File: config.mk
export PLATFORM = sky130hd
export DESIGN_NAME = serial_frame_accumulator
export DESIGN_NICKNAME = d
export VERILOG_FILES = /design/src/rtl/serial_frame_accumulator.sv
export SDC_FILE = /design/constraint.sdc
export NUM_CORES = 1
export LEC_CHECK = 0
export CAP_MARGIN = 25
export CORE_ASPECT_RATIO = 0.7
export CORE_UTILIZATION = 35
export DETAILED_ROUTE_END_ITERATION = 7
export GPL_ROUTABILITY_DRIVEN = 0
export SLEW_MARGIN = 10
export SYNTH_ARGS = -nofsm -noshare
export SYNTH_HDL_FRONTEND = slang
export SYNTH_SLANG_ARGS = --single-unit
export TNS_END_PERCENT = 50
File: constraint.sdc
create_clock -name clock -period 2.45 [get_ports clock]
set_input_delay 0.49 -clock clock [delete_from_list [all_inputs] [get_ports clock]]
set_output_delay 0.49 -clock clock [all_outputs]
set_load 0.03 [all_outputs]
File: src/rtl/serial_frame_accumulator.sv
// ---------------------------------------------------------------------------
// serial_frame_accumulator
//
// Purpose:
//   Takes the serialized signed partial-product stream coming out of the 4:1
//   round-robin output mux, one word per clock. It groups every LANES
//   consecutive words into one frame in lane order 0..LANES-1. Each frame is
//   presented as a parallel word vector together with its signed sum, behind
//   a valid/ready handshake.
//   A frame that completes while the output register is still occupied is
//   dropped and counted. The counter saturates at 255.
//
// Optional feature (compile-time macro FRAME_SYNC_EN):
//   Adds the in_sync input. A valid word marked in_sync is forced to lane 0.
//   Any partial frame in progress at that moment is discarded and counted as
//   a drop.
//
// Ports:
//   clock      in   1             rising-edge clock
//   reset      in   1             asynchronous active-low reset
//   in_valid   in   1             in_data carries a word this cycle (no backpressure)
//   in_data    in   DATA_W        serialized signed word
//   in_sync    in   1             word starts a new frame (FRAME_SYNC_EN only)
//   out_valid  out  1             a frame is held on out_words/out_sum
//   out_ready  in   1             consumer takes the frame when out_valid && out_ready
//   out_words  out  DATA_W*LANES  lane k in bits [k*DATA_W +: DATA_W]
//   out_sum    out  ACC_W         signed sum of the frame's words
//   drop_cnt   out  8             dropped-frame count, saturating at 255
// ---------------------------------------------------------------------------
module serial_frame_accumulator #(
    parameter int DATA_W = 16,
    parameter int LANES  = 4,
    parameter int ACC_W  = 18
) (
    input  logic                     clock,
    input  logic                     reset,
    input  logic                     in_valid,
    input  logic [DATA_W-1:0]        in_data,
`ifdef FRAME_SYNC_EN
    input  logic                     in_sync,
`endif
    output logic                     out_valid,
    input  logic                     out_ready,
    output logic [DATA_W*LANES-1:0]  out_words,
    output logic [ACC_W-1:0]         out_sum,
    output logic [7:0]               drop_cnt
);

    localparam int                LANE_W    = (LANES > 1) ? $clog2(LANES) : 1;
    localparam logic [LANE_W-1:0] LAST_LANE = LANE_W'(LANES - 1);

    logic [LANE_W-1:0]        lane;
    logic [ACC_W-1:0]         acc;
    logic [DATA_W-1:0]        staging [LANES];

    logic [LANE_W-1:0]        lane_eff;       // lane this word lands in, after any resync
    logic [ACC_W-1:0]         acc_base;       // accumulator value this word is added to
    logic [ACC_W-1:0]         word_ext;
    logic [ACC_W-1:0]         sum_next;
    logic                     drop_partial;
    logic                     frame_done;
    logic                     out_free;
    logic                     load_out;
    logic                     bump_drop;
    logic [DATA_W*LANES-1:0]  frame_words;

    assign word_ext = ACC_W'($signed(in_data));

    // NOTE: every signal written in a combinational block is given a default
    // first. Any path that leaves a signal unassigned would infer a latch.
    always_comb begin
        lane_eff     = lane;
        acc_base     = acc;
        drop_partial = 1'b0;
`ifdef FRAME_SYNC_EN
        // A sync word starts a new frame. Words already collected are abandoned.
        if (in_valid && in_sync) begin
            lane_eff     = '0;
            acc_base     = '0;
            drop_partial = (lane != '0);
        end
`endif
        sum_next   = acc_base + word_ext;
        frame_done = in_valid && (lane_eff == LAST_LANE);
        // The output register can take a new frame in the same cycle that it
        // hands the current frame off. This lets back-to-back frames stream
        // through without a drop.
        out_free   = !out_valid || out_ready;
        load_out   = frame_done && out_free;
        bump_drop  = (frame_done && !out_free) || drop_partial;
    end

    // The final word goes to the output register directly from in_data.
    // It is never read back out of staging.
    always_comb begin
        frame_words = '0;
        for (int k = 0; k < LANES; k++) begin
            frame_words[k*DATA_W +: DATA_W] = (k == LANES - 1) ? in_data : staging[k];
        end
    end

    // NOTE: sequential state uses non-blocking assignments only. Every
    // register then samples values from before the clock edge, whatever the
    // order of the blocks.
    always_ff @(posedge clock or negedge reset) begin
        if (!reset) begin
            lane <= '0;
            acc  <= '0;
        end else if (in_valid) begin
            if (frame_done) begin
                lane <= '0;
                acc  <= '0;
            end else begin
                lane <= lane_eff + LANE_W'(1);
                acc  <= sum_next;
            end
        end
    end

    // NOTE: the staging slots are plain data storage and are not reset.
    // After reset, every slot is rewritten before any frame can complete, so
    // the contents left over from before reset are never observed.
    always_ff @(posedge clock) begin
        if (in_valid) begin
            staging[lane_eff] <= in_data;
        end
    end

    always_ff @(posedge clock or negedge reset) begin
        if (!reset) begin
            out_valid <= 1'b0;
            out_words <= '0;
            out_sum   <= '0;
        end else if (load_out) begin
            out_valid <= 1'b1;
            out_words <= frame_words;
            out_sum   <= sum_next;
        end else if (out_valid && out_ready) begin
            out_valid <= 1'b0;
        end
    end

    always_ff @(posedge clock or negedge reset) begin
        if (!reset) begin
            drop_cnt <= '0;
        end else if (bump_drop && (drop_cnt != 8'hFF)) begin
            drop_cnt <= drop_cnt + 8'd1;
        end
    end

endmodule

Word-level counts from Yosys, hierarchy flattened:

Memory sizes are Yosys's and may differ from the RTL's. A register that Yosys moved wholly into a read port is not among the register bits.
Cells that the tools add are included.

* flip-flop bits (word level): 111
* RAM bits: 64
* memories: 1
* input port bits: 20
* word-level logic and storage cells: 30
* output and inout bits: 91

* equal/unequal tests: 2
* add/subtract/negate cells: 3
* muxes and demuxes: 6
* reduce and logical (&&, ||, !) cells: 12

Memory list
* staging: words 4, bits a word 16, read ports 3, clocked after Yosys merged registers in 3, wr ports 1, RTL line 54 `logic [DATA_W-1:0] staging [LANES];`

Operator list (number)
* adder 18 bit: 1
* 2-to-1 mux 18 bit: 1
* adder 8 x 1 -> 8 bit, second input constant: 1
* inequality test 8 bit, second input constant: 1
* logical AND 1 bit: 5
* logical NOT 1 bit: 5
* 2-to-1 mux 1 bit: 4
* adder 2 x 1 -> 2 bit, second input constant: 1
* equality test 2 bit, second input constant: 1
* 2-to-1 mux 2 bit: 1
* nonzero test 2 bit: 1
* logical OR 1 bit: 1

Longest topological paths before layout:

Gate-level depths: netlist of run 1.

* word-level depth: 5
* mapped depth: 10

Least setup slack after synthesis of run 1:

No wires, ideal clock.

* path type: in2reg
* from: input port in_data[0]
* to: register out_sum[14]
* path slack: 0.218 ns
* data required time: 2.325 ns
* library setup time: 0.125 ns
* arrival time: 2.107 ns
* path buffers: 0
* cell stages on the path: 10
* cells stage by stage: ha_1 > inv_1 > fa_1 > nor2b_4 > o21a_4 > o211ai_4 > a211oi_2 > a311oi_2 > xnor2_1 > mux2_4

* word-level cells in the longest chain between the ends: 1

RTL lines
* start, declared: RTL line 38 `input logic [DATA_W-1:0] in_data,`
* adder 18 bit: RTL line 83 `sum_next = acc_base + word_ext;`
* end signal, assigned: RTL line 137 `out_sum <= sum_next;`
* end, declared: RTL line 45 `output logic [ACC_W-1:0] out_sum,`

No other way between the ends.
A chain may end at the register's enable or synchronous reset.

Worst setup path in the final report of run 1:

* from: input port in_data[2]
* to: register out_sum[14]

Same word-level chain as after synthesis.

==> results of run 1 <==
cell type report:
cell class,instances,share of cell area [%]
Tap cell,236,3.282
Sequential cell,159,46.90
Inverter,9,0.3755
Multi-Input combinational cell,398,25.05
Timing Repair Buffer,176,18.08
Clock inverter,10,1.154
Clock buffer,22,5.160
power groups by stage:
stage / combinational (W) / clock (W) / sequential [W]
after floorplan: 0.00192 / 0 / 0.00538
after global placement: 0.00547 / 0 / 0.00422
after detailed placement: 0.00555 / 0 / 0.00425
after CTS: 0.00559 / 0.00260 / 0.00422
after global routing: 0.00608 / 0.00270 / 0.00432
final: 0.00560 / 0.00255 / 0.00421
cell families (layout without fill, tap and decap cells):
group | count (synthesis) | in the layout | share of synthesized area (%)
xor+xnor | 24 | 24 | 3.222
compound gates | 82 | 82 | 8.823
flops | 159 | 159 | 64.67
fa+ha+maj | 23 | 23 | 4.526
buf+inv | 29 | 217 | 1.669
simple gates | 266 | 266 | 16.53
mux | 3 | 3 | 0.5561
what timing repair did:
item | in CTS | in global routing
hold buffers | 0 | 0
setup endpoints to repair | 3 | 17
pin swaps | 0 | 6
gates resized for setup | 1 | 9
metal layers:
layer | global-route usage [%] | wire length, µm | part of all wire [%] | vias to the layer above
li1 | - | - | - | 2335
met4 | 4.587 | 168 | 1.0 | 0
met1 | 26.40 | 8405 | 51 | 2387
met3 | 4.688 | 620 | 3.8 | 16
met5 | 0 | 0 | 0 | -
met2 | 26.50 | 7158 | 44 | 93
metrics by stage:
step,hold WS (ps),setup slack (ps)
after floorplan,194.4,217.9
after global placement,420.5,-440.0
after detailed placement,425.7,-484.2
after CTS,41.57,11.97
after global routing,54.97,0.3051
final,33.35,97.54
registers in the layout, summed over array words and instances, names as in the netlist:
register,count
drop_cnt,8
out_words,64
lane,2
staging,48
out_valid,1
acc,18
out_sum,18
worst max-delay path, cell delays in order:
cell and delay, ps:
clkdlybuf4s50_1 520, ha_1 370, nor2b_4 140, o21a_4 200, o211ai_4 210, a211oi_2 110, a311oi_2 230, xnor2_1 130
mux2_4 270
worst paths after layout:
check / to / depth (start not counted)
min in group clock: out_words[33]$_DFFE_PN0P_ / 2
worst min register to register: out_words[33]$_DFFE_PN0P_ / 2
worst max-delay path: out_sum[14]$_DFFE_PN0P_ / 9
max in group asynchronous: acc[16]$_DFFE_PN0P_ / 2
worst min-delay path: out_words[18]$_DFFE_PN0P_ / 1
worst max register to register: out_sum[14]$_DFFE_PN0P_ / 10
cells in the final DEF (no fill, tap or decap), drive strengths merged, types with 7 or more instances in the layout:
| master | synthesis | layout |
|---|---|---|
| buf | 1 | 67 |
| clkbuf | 19 | 22 |
| a21o | 7 | 7 |
| nor2 | 8 | 8 |
| xnor2 | 12 | 12 |
| dfrtp | 111 | 111 |
| xor2 | 12 | 12 |
| nand3 | 7 | 7 |
| o21ai | 29 | 29 |
| inv | 8 | 13 |
| ha | 22 | 22 |
| a21oi | 16 | 16 |
| o2bb2ai | 13 | 13 |
| clkdlybuf4s50 | 0 | 106 |
| nand2 | 226 | 226 |
| edfxtp | 48 | 48 |
==> impl_results.md, run 1 <==
- Run status: finished, final reports clean
- Max transition margin: 66.37%
- Startpoint Class: input pin
- Crit path launch: in_data[2]
- Final Hold Vio Count: 0
- GRT overflow: 0
- Final setup fails: 0
- Syn Nets: approximately 630
- Post-route minimum period: 2352 ps
- Most used DFF post-synth: dfrtp_1
- I/O Buffers: 110
- Capturing element type of the critical path: flip-flop
- Dpl cells: 978
- Combinational power share: about 45%
- Most common cell in the synthesized netlist: nand2_1
- Die Width: 165.2 µm
- Cell Area, Synth: 6524 µm²
- Clk pin slew, worst setup/hold paths: 70 ps
- Vias per cell: between 4 and 5
- CTS Root Cell: clkbuf_16
- PD cells: 1373 nW/µm²
- Inserted Clock Buffers: 17
- Int Power: 0.007520 W
- Fillers: 1,612
- Pleak: 4.090 nW
- Residual DRC: 0
- Area occupied by multi-input gates: 2253 µm²
- Worst-skew pair later-pin latency: 420 ps
- Wire length per cell: 16.19 µm
- Sequential fraction of the synthesis area: 64.67%
- DR vias: 4,831
- Final #Nets: 804
- Drt pass-1 iters: 4
- Post-route insts no fill: 1,010
- Max clock buf depth: 2
- TritonCTS Sinks: 159
- Clk_skew: 8.747 ps
- Async set or reset register ratio after synthesis: 69.81%
- GRT Overall Usage: a little under a fifth
- Antenna cells: 0
- Share of cells above drive strength 1: 14.86%
- Pin count of the biggest net entering global routing: 48
- First-pass GRT wire length: around 26,000 µm
- RR Startpoint: acc[0]$_DFFE_PN0P_
- I/O pins: 111
- Most frequent cells after synthesis: 226 x nand2_1, 111 x dfrtp_1, 48 x edfxtp_1, 27 x o21ai_0, 22 x ha_1
- CP arrival: 2660 ps
- Synth Register Bits: roughly 160
- Unique masters post-synth: 47
- ANT nets after route: 0
- Starting Density: 36.03%
- Clk network pwr share: 20.6%
- Warnings from Yosys: 0
- H-tree depth: 4
- Util after Layout: 49.68%
- RSZ-0062 raised after global routing: false
- Vias in the first global route: slightly below 5k
- Initial antenna violation count: 1
- Switching Fraction: 39.13%
- Critical Path RT: between 2000 and 3000 ps
- Area leader, netlist: dfrtp_1
- CTS tree: yes
- Final Cell Area: roughly 9000 µm²
- Total power: about 0.012 W
- Iter 0 DRT Violations: 306
- Power share of the sequential group: 34.1%
- Max Cap Viol: 0
- Mapped Cells: 586
- DIE HEIGHT: ~120 µm
- Syn Area/Cell: 11.13 µm²
- Net Switching: around 0.0048 W
- Final WL: 16,350 µm
- Worst Hold Class: input pin to async pin
- Hpwl dp: ~12,000 µm
- R2r setup slk: about 250 ps
- Rows: 41
- Number of enable flip-flop cells after synthesis: 48
- Die area: around 19,000 µm²
- Reg area: approximately 4200 µm²
- Fmax: 425.1 MHz
- Setup bufs post-CTS: 0
- Placed inst area: roughly 8400 µm²
- Maximum VDD drop: slightly above 0.8 mV
- Max Slew Vio Count: 0
- Yosys top cell area share: 42.58%
- Worst Max-Slew Pin Slew: 504.5 ps
- Final period util: just under 100%
- Area grow syn2layout: 37.90%
- Critical path class: input pin to flip-flop
- Core region area: 18,110 µm²
- Main area contributors after synthesis: dfrtp_1 43%, edfxtp_1 22%, nand2_1 13%
- Final setup TNS: 0 ps
- Crit Path Max Fanout: 4
No activity file was read; power rests on OpenSTA's default activity.
==> run 2: changes to the inputs <==
Settings changed: TNS_END_PERCENT 50 to 30.
==> run 2 against run 1 <==
Register-to-register slack is essentially flat. Total power down 0.14%. Non-clock buffer count unchanged. Combinational power barely moved.
==> impl_results.md, run 2 (same netlist as run 1, synthesis figures left out) <==
- PD cells: roughly 1400 nW/µm²
- Largest Register: out_words
- ANT nets after route: 0
- First-pass GRT wire length: 25,940 µm
- Wire length on met2: 7202 µm
- Final #Nets: 804
- Vias per cell: 4.765
- Crit Path Max Fanout: 4
- Worst hold margin: 34.63 ps
- DIE HEIGHT: 116.2 µm
- Iter 0 DRT Violations: 299
- Critical path class: input pin to flip-flop
- Max Cap Viol: 0
- I/O Buffers: between 100 and 150
- Worst r2r path cells: 10
- Fmax: 417.4 MHz
- Commonest non-fill, non-tap cells in the layout: 226 x nand2_1, 111 x dfrtp_1, 107 x clkdlybuf4s50_1
- Vias in the first global route: 4,859
- RR Startpoint: acc[0]$_DFFE_PN0P_
- R2r setup slk: 260 ps
- Post-Place Worst Slack: -484.2 ps
- Drt pass-1 iters: 4
- CTS Root Cell: clkbuf_16
- Final setup fails: 0
- H-tree depth: 4
- Final setup TNS: 0 ps
- M1 WL: 8128 µm
- GRT overflow: 0
- Worst-skew pair later-pin latency: 420 ps
- Largest regs: out_words: 64 flops, staging: 48 flops
- Top sig layer: met4
- Pleak: 4.081 nW
- Core region area: approximately 18,000 µm²
- Reg2reg end: out_sum[14]$_DFFE_PN0P_
- Antenna cells: 0
- Die Width: 165.2 µm
- Initial antenna violation count: 1
- Max transition margin: 66.45%
- I/O pins: 111
- Post-route minimum period: 2396 ps
- Clk_skew: ~12 ps
- Commonest non-fill, non-tap cell in the layout: nand2_1
- Max Slew Vio Count: 0
- GRT Overall Usage: 18.02%
- Total power: roughly 0.012 W
- CP arrival: 2700 ps
- Wire length per cell: 16.16 µm
- RSZ-0062 raised after global routing: true
- Worst Max-Slew Pin Slew: 503.3 ps
- Worst setup margin: 54.23 ps
- Critical Path RT: 2760 ps
- Setup bufs post-CTS: 0
- Starting Density: 36.03%
- Fillers: roughly 1.6k
- DR vias: 4,813
- Worst Hold Class: input pin to async pin
- Run status: finished, final reports clean
- Residual DRC: 0
- Hpwl dp: 11,830 µm
- Final Hold Vio Count: 0
- Share of cells above drive strength 1: 14.86%
- Die area: 19,200 µm²
- Area grow syn2layout: 37.86%
- Largest register FFs: 64
- Maximum VDD drop: 0.8109 mV
- Final WL: 16,320 µm
- Capturing element type of the critical path: flip-flop
- Clk pin slew, worst setup/hold paths: 60 ps
- Startpoint Class: input pin
- Metal3 WL: 846 µm
- Final period util: 97.79%
- Pin count of the biggest net entering global routing: 48
- CTS tree: yes
- Max clock buf depth: 2
- TritonCTS Sinks: 159
- Inserted Clock Buffers: 17
- Rows: 41
- Hold buffers post-CTS: 0
==> run 2: stage by stage <==
stage               area [µm²]  utilization (%)  instances
finish                    8994            49.66       1010
floorplan                 6524                -        586
detailed placement        8383            46.29        978
CTS                       8954            49.44       1010
global route              8994            49.66       1010
global placement          8383            46.29        978
==> run 2: per-layer routing <==
layer / GRT usage, % / vias to the layer above
met1: 26.40 / 2363
li1: - / 2337
met2: 26.50 / 103
met5: 0 / -
met4: 4.587 / 0
met3: 4.688 / 10
==> run 2: report_power, final <==
part	internal (W)	switching (W)	leakage, nW	total [W]
clock network	0.00147	0.00107	0.276	0.00254
logic	0.00239	0.00321	1.96	0.00560
registers	0.00366	0.000541	1.84	0.00420
total	0.00752	0.00482	4.08	0.0123
==> run 2: how the worst max path moves through the flow <==
stage	slack, ps	startpoint	cells after the start	end
after floorplan	220	in_data[0]	10	out_sum[14]$_DFFE_PN0P_
after global placement	-440	in_data[0]	11	out_sum[14]$_DFFE_PN0P_
after detailed placement	-480	in_data[0]	11	out_sum[14]$_DFFE_PN0P_
after CTS	10	in_data[0]	11	out_sum[10]$_DFFE_PN0P_
after global routing	-40	in_data[0]	11	out_sum[14]$_DFFE_PN0P_
final	50	in_data[0]	11	out_sum[12]$_DFFE_PN0P_
==> run 2: critical path, cell delays in order <==
cell	delay (ps)
clkdlybuf4s50_1	520
ha_1	190
inv_1	60
fa_2	370
nor2b_4	130
o21a_4	140
o211ai_4	90
a21oi_1	210
nor2_1	90
xnor2_1	150
mux2_2	260
==> run 2: timing repair <==
action / in CTS / in global routing
resized for setup: 1 / 8
setup endpoints to repair: 3 / 17
pin swaps: 0 / 6
==> run 2: layout make-up <==
cell class | count | area (µm²) | area share [%]
tap | 236 | 295.3 | 3.283
inverter | 9 | 33.78 | 0.3756
timing repair buffer | 176 | 1624 | 18.06
clock inverter | 10 | 103.9 | 1.155
sequential | 159 | 4219 | 46.91
multi-input combinational | 398 | 2253 | 25.06
clock buffer | 22 | 464.2 | 5.161
==> patch 1 (settings of run 1) <==
Make the reset (`reset`) synchronous in 3 clocked blocks. Comments in the files are not updated.
--- a/src/rtl/serial_frame_accumulator.sv
+++ b/src/rtl/serial_frame_accumulator.sv
@@ -102,7 +102,7 @@
     // NOTE: sequential state uses non-blocking assignments only. Every
     // register then samples values from before the clock edge, whatever the
     // order of the blocks.
-    always_ff @(posedge clock or negedge reset) begin
+    always_ff @(posedge clock) begin
         if (!reset) begin
             lane <= '0;
             acc  <= '0;
@@ -126,7 +126,7 @@
         end
     end
 
-    always_ff @(posedge clock or negedge reset) begin
+    always_ff @(posedge clock) begin
         if (!reset) begin
             out_valid <= 1'b0;
             out_words <= '0;
@@ -140,7 +140,7 @@
         end
     end
 
-    always_ff @(posedge clock or negedge reset) begin
+    always_ff @(posedge clock) begin
         if (!reset) begin
             drop_cnt <= '0;
         end else if (bump_drop && (drop_cnt != 8'hFF)) begin
Check against the original RTL: not equivalent (a bounded check fails within 10 cycles, from zero or initial values and one cycle with reset low; the reset may be asserted at any time).
==> patch 1 against run 1 <==
Via count is 6.6% higher. Sequential cell count stayed put. Cell count is 3.5% higher. Worst setup slack worse by 0.0067 ns. Area after synthesis is 4.2% lower. Cell area is 3.2% lower. Non-clock buffer count is 1 lower. Routed wire length is 3.1% higher.
Power is not compared: it rests on default switching activity, and its combinational part moved more than twofold at a synthesized area within 25%.
==> patch 1: results (changes against run 1) <==
outcome=complete, no violations; via count=5148 (+6.6%); Setup WS pre-CTS=-0.549 ns (-0.0653 ns); Setup crit end=out_sum[17]; vias in the first global route=4823 (-0.74%); total track usage=18.9% (+0.87 points); Hold Crit Class=in -> reg; DP Area=8040 sq um (-4.1%); Max stage delay on crit path=0.49 ns (-0.03 ns); H-tree depth=4 (unchanged); DRT Pass-1 Iters=8 (+4); dpl hpwl=11900 um (+0.56%); clk slew on worst S/H paths=0.07 ns (about the same); largest net degree at the start of global routing=83 (+73%); Async SR Flop Fraction=0% (-70 points); r2r endpoint=out_sum[12]; first-pass GRT wire length=26400 um (+1.8%); Reg2Reg Launch Point=acc[0]; synthesized net count=683 (+8.6%); Synth top cells by count=158 x nand2_1, 111 x dfxtp_1, 83 x a21oi_1; Avg Inst Size Synth=9.77 sq um (-12%); Worst Skew=0.0145 ns (+0.00576 ns); placed cells=1012 (+3.5%); final net count=844 (+5.0%); Largest regs=out_words x64, staging x48; Synth area leaders=dfxtp_1 36%, edfxtp_1 23%, nand2_1 9.5%; Data arrival, critical path=2.68 ns (+0.02 ns); fraction of layout cells with a size suffix above 1=14.0% (-0.85 points); reg2reg setup slack=0.20 ns (-0.05 ns); worst slew pin tran=0.389 ns (-0.115 ns); Critical Path Source=in_data[6]; fin crit period=2.36 ns (+0.00667 ns); FF-to-FF path depth=11 (+1); sequential area share after synthesis=58.6% (-6.1 points); Yosys Warn Count=0 (unchanged); drt total wl=16900 um (+3.1%); initial antenna violation count=0 (-1)
## patch 1: metal layers
metal	wire length, um	global-route usage, %	vias to the layer above
met5	0	0	-
met1	8340	26.8	2455
met4	165	4.84	0
li1	-	-	2511
met2	7140	27.8	166
met3	1210	5.93	16
## patch 1: per-stage QoR
step | hold WS, ns | util, % | total power (W)
6_report | 0.412 | 50.3 | 0.00638
5_1_grt | 0.399 | 50.3 | 0.00664
4_1_cts | 0.454 | 49.9 | 0.00639
3_5_place_dp | 0.445 | 46.4 | 0.00378
3_3_place_gp | 0.446 | 46.4 | 0.00375
2_1_floorplan | 0.430 | - | 0.00340
## patch 1: cells by family (layout without fill, tap and decap cells)
group | after synthesis | count (layout) | synth area share (%)
buffers and inverters | 43 | 217 | 2.58
AO/OA/AOI/OAI | 148 | 148 | 14.0
flip-flops | 159 | 159 | 58.6
AND/OR/NAND/NOR | 243 | 243 | 16.6
adder cells (fa/ha/maj) | 23 | 23 | 4.72
XOR/XNOR | 19 | 19 | 2.66
multiplexers | 5 | 5 | 0.801
## patch 1: power breakdown
part           total, W  leakage (nW)  internal [W]  switching [W]
sequential      0.00286          1.34       0.00281      0.0000497
combinational  0.000914          1.54      0.000412       0.000501
clock           0.00260         0.292       0.00145        0.00115
total           0.00638          3.17       0.00468        0.00170
## patch 1: what timing repair did
item	in CTS	in global routing
pin swaps	3	5
buffers inserted	1	0
endpoints found under the setup margin	4	16
hold endpoints to repair	0	0
cloned	0	0
resized for setup	3	11
## patch 1: final cells by class
type / count / area, sq um
clock buffers: 19 / 475
repair buffers: 175 / 1620
fillers: 1569 / 8610
flip-flops and latches: 159 / 3660
multi-input cells: 438 / 2510
clock inverters: 13 / 111
inverters: 10 / 37.5
well taps: 231 / 289
==> patch 2 (config.mk and constraints of run 1) <==
Without the edit above. The parameter `ACC_W` goes from 18 to 9.
--- a/src/rtl/serial_frame_accumulator.sv
+++ b/src/rtl/serial_frame_accumulator.sv
@@ -30,7 +30,7 @@
 module serial_frame_accumulator #(
     parameter int DATA_W = 16,
     parameter int LANES  = 4,
-    parameter int ACC_W  = 18
+    parameter int ACC_W  = 9
 ) (
     input  logic                     clock,
     input  logic                     reset,
Ports: changed (resized out_sum); port bits go from 111 to 102. No check against the original RTL was run, so the function may have changed too.
==> patch 2 against run 1 <==
Total power shrank 17%. Sequential power shrank 13%. Global-route usage shrank 1.0 points. Routed wire length shrank 25%. Cell area shrank 17%. Sequential share of layout area grew 3.5 points. Register-to-register slack gained 0.07 ns. Clock skew grew 0.0027 ns. Worst hold slack lost 0.020 ns. Count of clock-buffer cells in the layout shrank 5. Worst setup slack gained 0.041 ns. Sequential cell count shrank 18. Area after synthesis shrank 17%.
==> patch 2: results (changes against run 1) <==
via count=3727 (-23%); clock latency on the worst-skew pair=0.42 ns (about the same); number of synthesized flops with an enable pin=48 (unchanged); DRT Pass-1 Iters=4 (unchanged); final net count=632 (-21%); synthesized net count=500 (-21%); clk slew on worst S/H paths=around 0.060 ns; reg2reg setup slack=0.32 ns (+0.07 ns); number of port buffers=101 (-8.2%); sequential area share after synthesis=69.7% (+5.1 points); largest net degree at the start of global routing=67 (+40%); Hold Crit Class=in -> async; Async SR Flop Fraction=66.0% (-3.9 points); outcome=complete, no violations; Unique masters post-synth=39 (-17%); Seq. pwr=0.00365 W (-13%); slowest CP cell=or4_1; VDD IR max=0.514 mV (-37%); cts bufs inserted=17 (unchanged); Slew HR=69.8% (+3.4 points); Clock Power=0.00260 W (+2%); total track usage=17.0% (-1.0 points); fraction of layout cells with a size suffix above 1=11.8% (-3.1 points); vias in the first global route=3831 (-21%); Antenna Cells=0 (unchanged); root buf cell=clkbuf_16; H-tree depth=4 (unchanged); DP Area=6880 sq um (-18%); max cap viols=0 (unchanged); Worst Skew=0.0115 ns (+0.00271 ns); FILL cells=1321 (-18%); P_leak=3.38 nW (-17%); Largest regs=out_words x64, staging x48; r2r endpoint=acc[8]; Yosys Warn Count=0 (unchanged); Synth top cells by count=211 x nand2_1, 93 x dfrtp_1, 48 x edfxtp_1; dpl hpwl=8320 um (-30%); initial drt markers=184 (-40%); crit-path leading delay family=simple AND/OR/NAND/NOR gates; Data arrival, critical path=2.65 ns (about the same); initial antenna violation count=0 (-1); GR Overflow Total=0 (unchanged); Max stage delay on crit path=0.46 ns (-0.06 ns); Clock power frac=25.5% (+4.9 points); ys flop type=dfrtp_1; WL/cell=15.2 um (-6.2%); FF-to-FF path depth=7 (-3); switching part of the total=37.5% (-1.7 points); Reg2Reg Launch Point=acc[0]; first-pass GRT wire length=20200 um (-22%); Synth area leaders=dfrtp_1 43%, edfxtp_1 27%, nand2_1 15%; Critical Path Fanout Max=4 (unchanged); Max clock buf depth=2 (unchanged)
## patch 2: metrics by stage
step                hold WS [ns]  cells  setup WS [ns]  TNS [ns]
finish                    0.0134    806          0.138         0
global route              0.0611    806         0.0216         0
CTS                       0.0413    806         0.0243         0
detailed placement         0.425    774         -0.402     -1.10
global placement           0.420    774         -0.383    -0.909
floorplan                  0.194    466          0.172         0
## patch 2: repair_timing
item | CTS | global route
resized for setup | 0 | 2
endpoints found under the setup margin | 0 | 2
endpoints found under the hold margin | 0 | 0
setup buffers | 0 | 0
## patch 2: layer usage
metal  global-route usage (%)  wire length [um]  up-vias
met4                     5.77               143        0
met1                     24.5              6160     1824
met2                     25.2              5340       82
li1                         -                 -     1809
met3                     3.82               591       12
met5                        0                 0        -
## patch 2: worst max path at each step
stage / cells past startpoint / endpoint / from
2_1_floorplan: 7 / acc[8] / in_data[0]
3_3_place_gp: 8 / acc[8] / in_data[0]
3_5_place_dp: 8 / acc[8] / in_data[0]
4_1_cts: 8 / acc[8] / in_data[0]
5_1_grt: 8 / acc[8] / in_data[0]
6_report: 8 / acc[8] / in_data[0]
## patch 2: kinds of logic after synthesis
logic type      count (synthesis)  synth area share [%]
simple gates                  233                  17.4
flops                         141                  69.7
compound gates                 40                  5.12
buf+inv                        23                  1.85
fa+ha+maj                      14                  3.38
xor+xnor                       13                  2.11
mux                             2                 0.394
## patch 2: area by class of cell
cell class	count	area, sq um	share of cell area (%)
clock buffers	17	425	5.68
inverters	6	22.5	0.301
flip-flops and latches	141	3770	50.4
multi-input cells	302	1560	20.8
well taps	195	244	3.26
repair buffers	130	1290	17.2
clock inverters	15	178	2.37
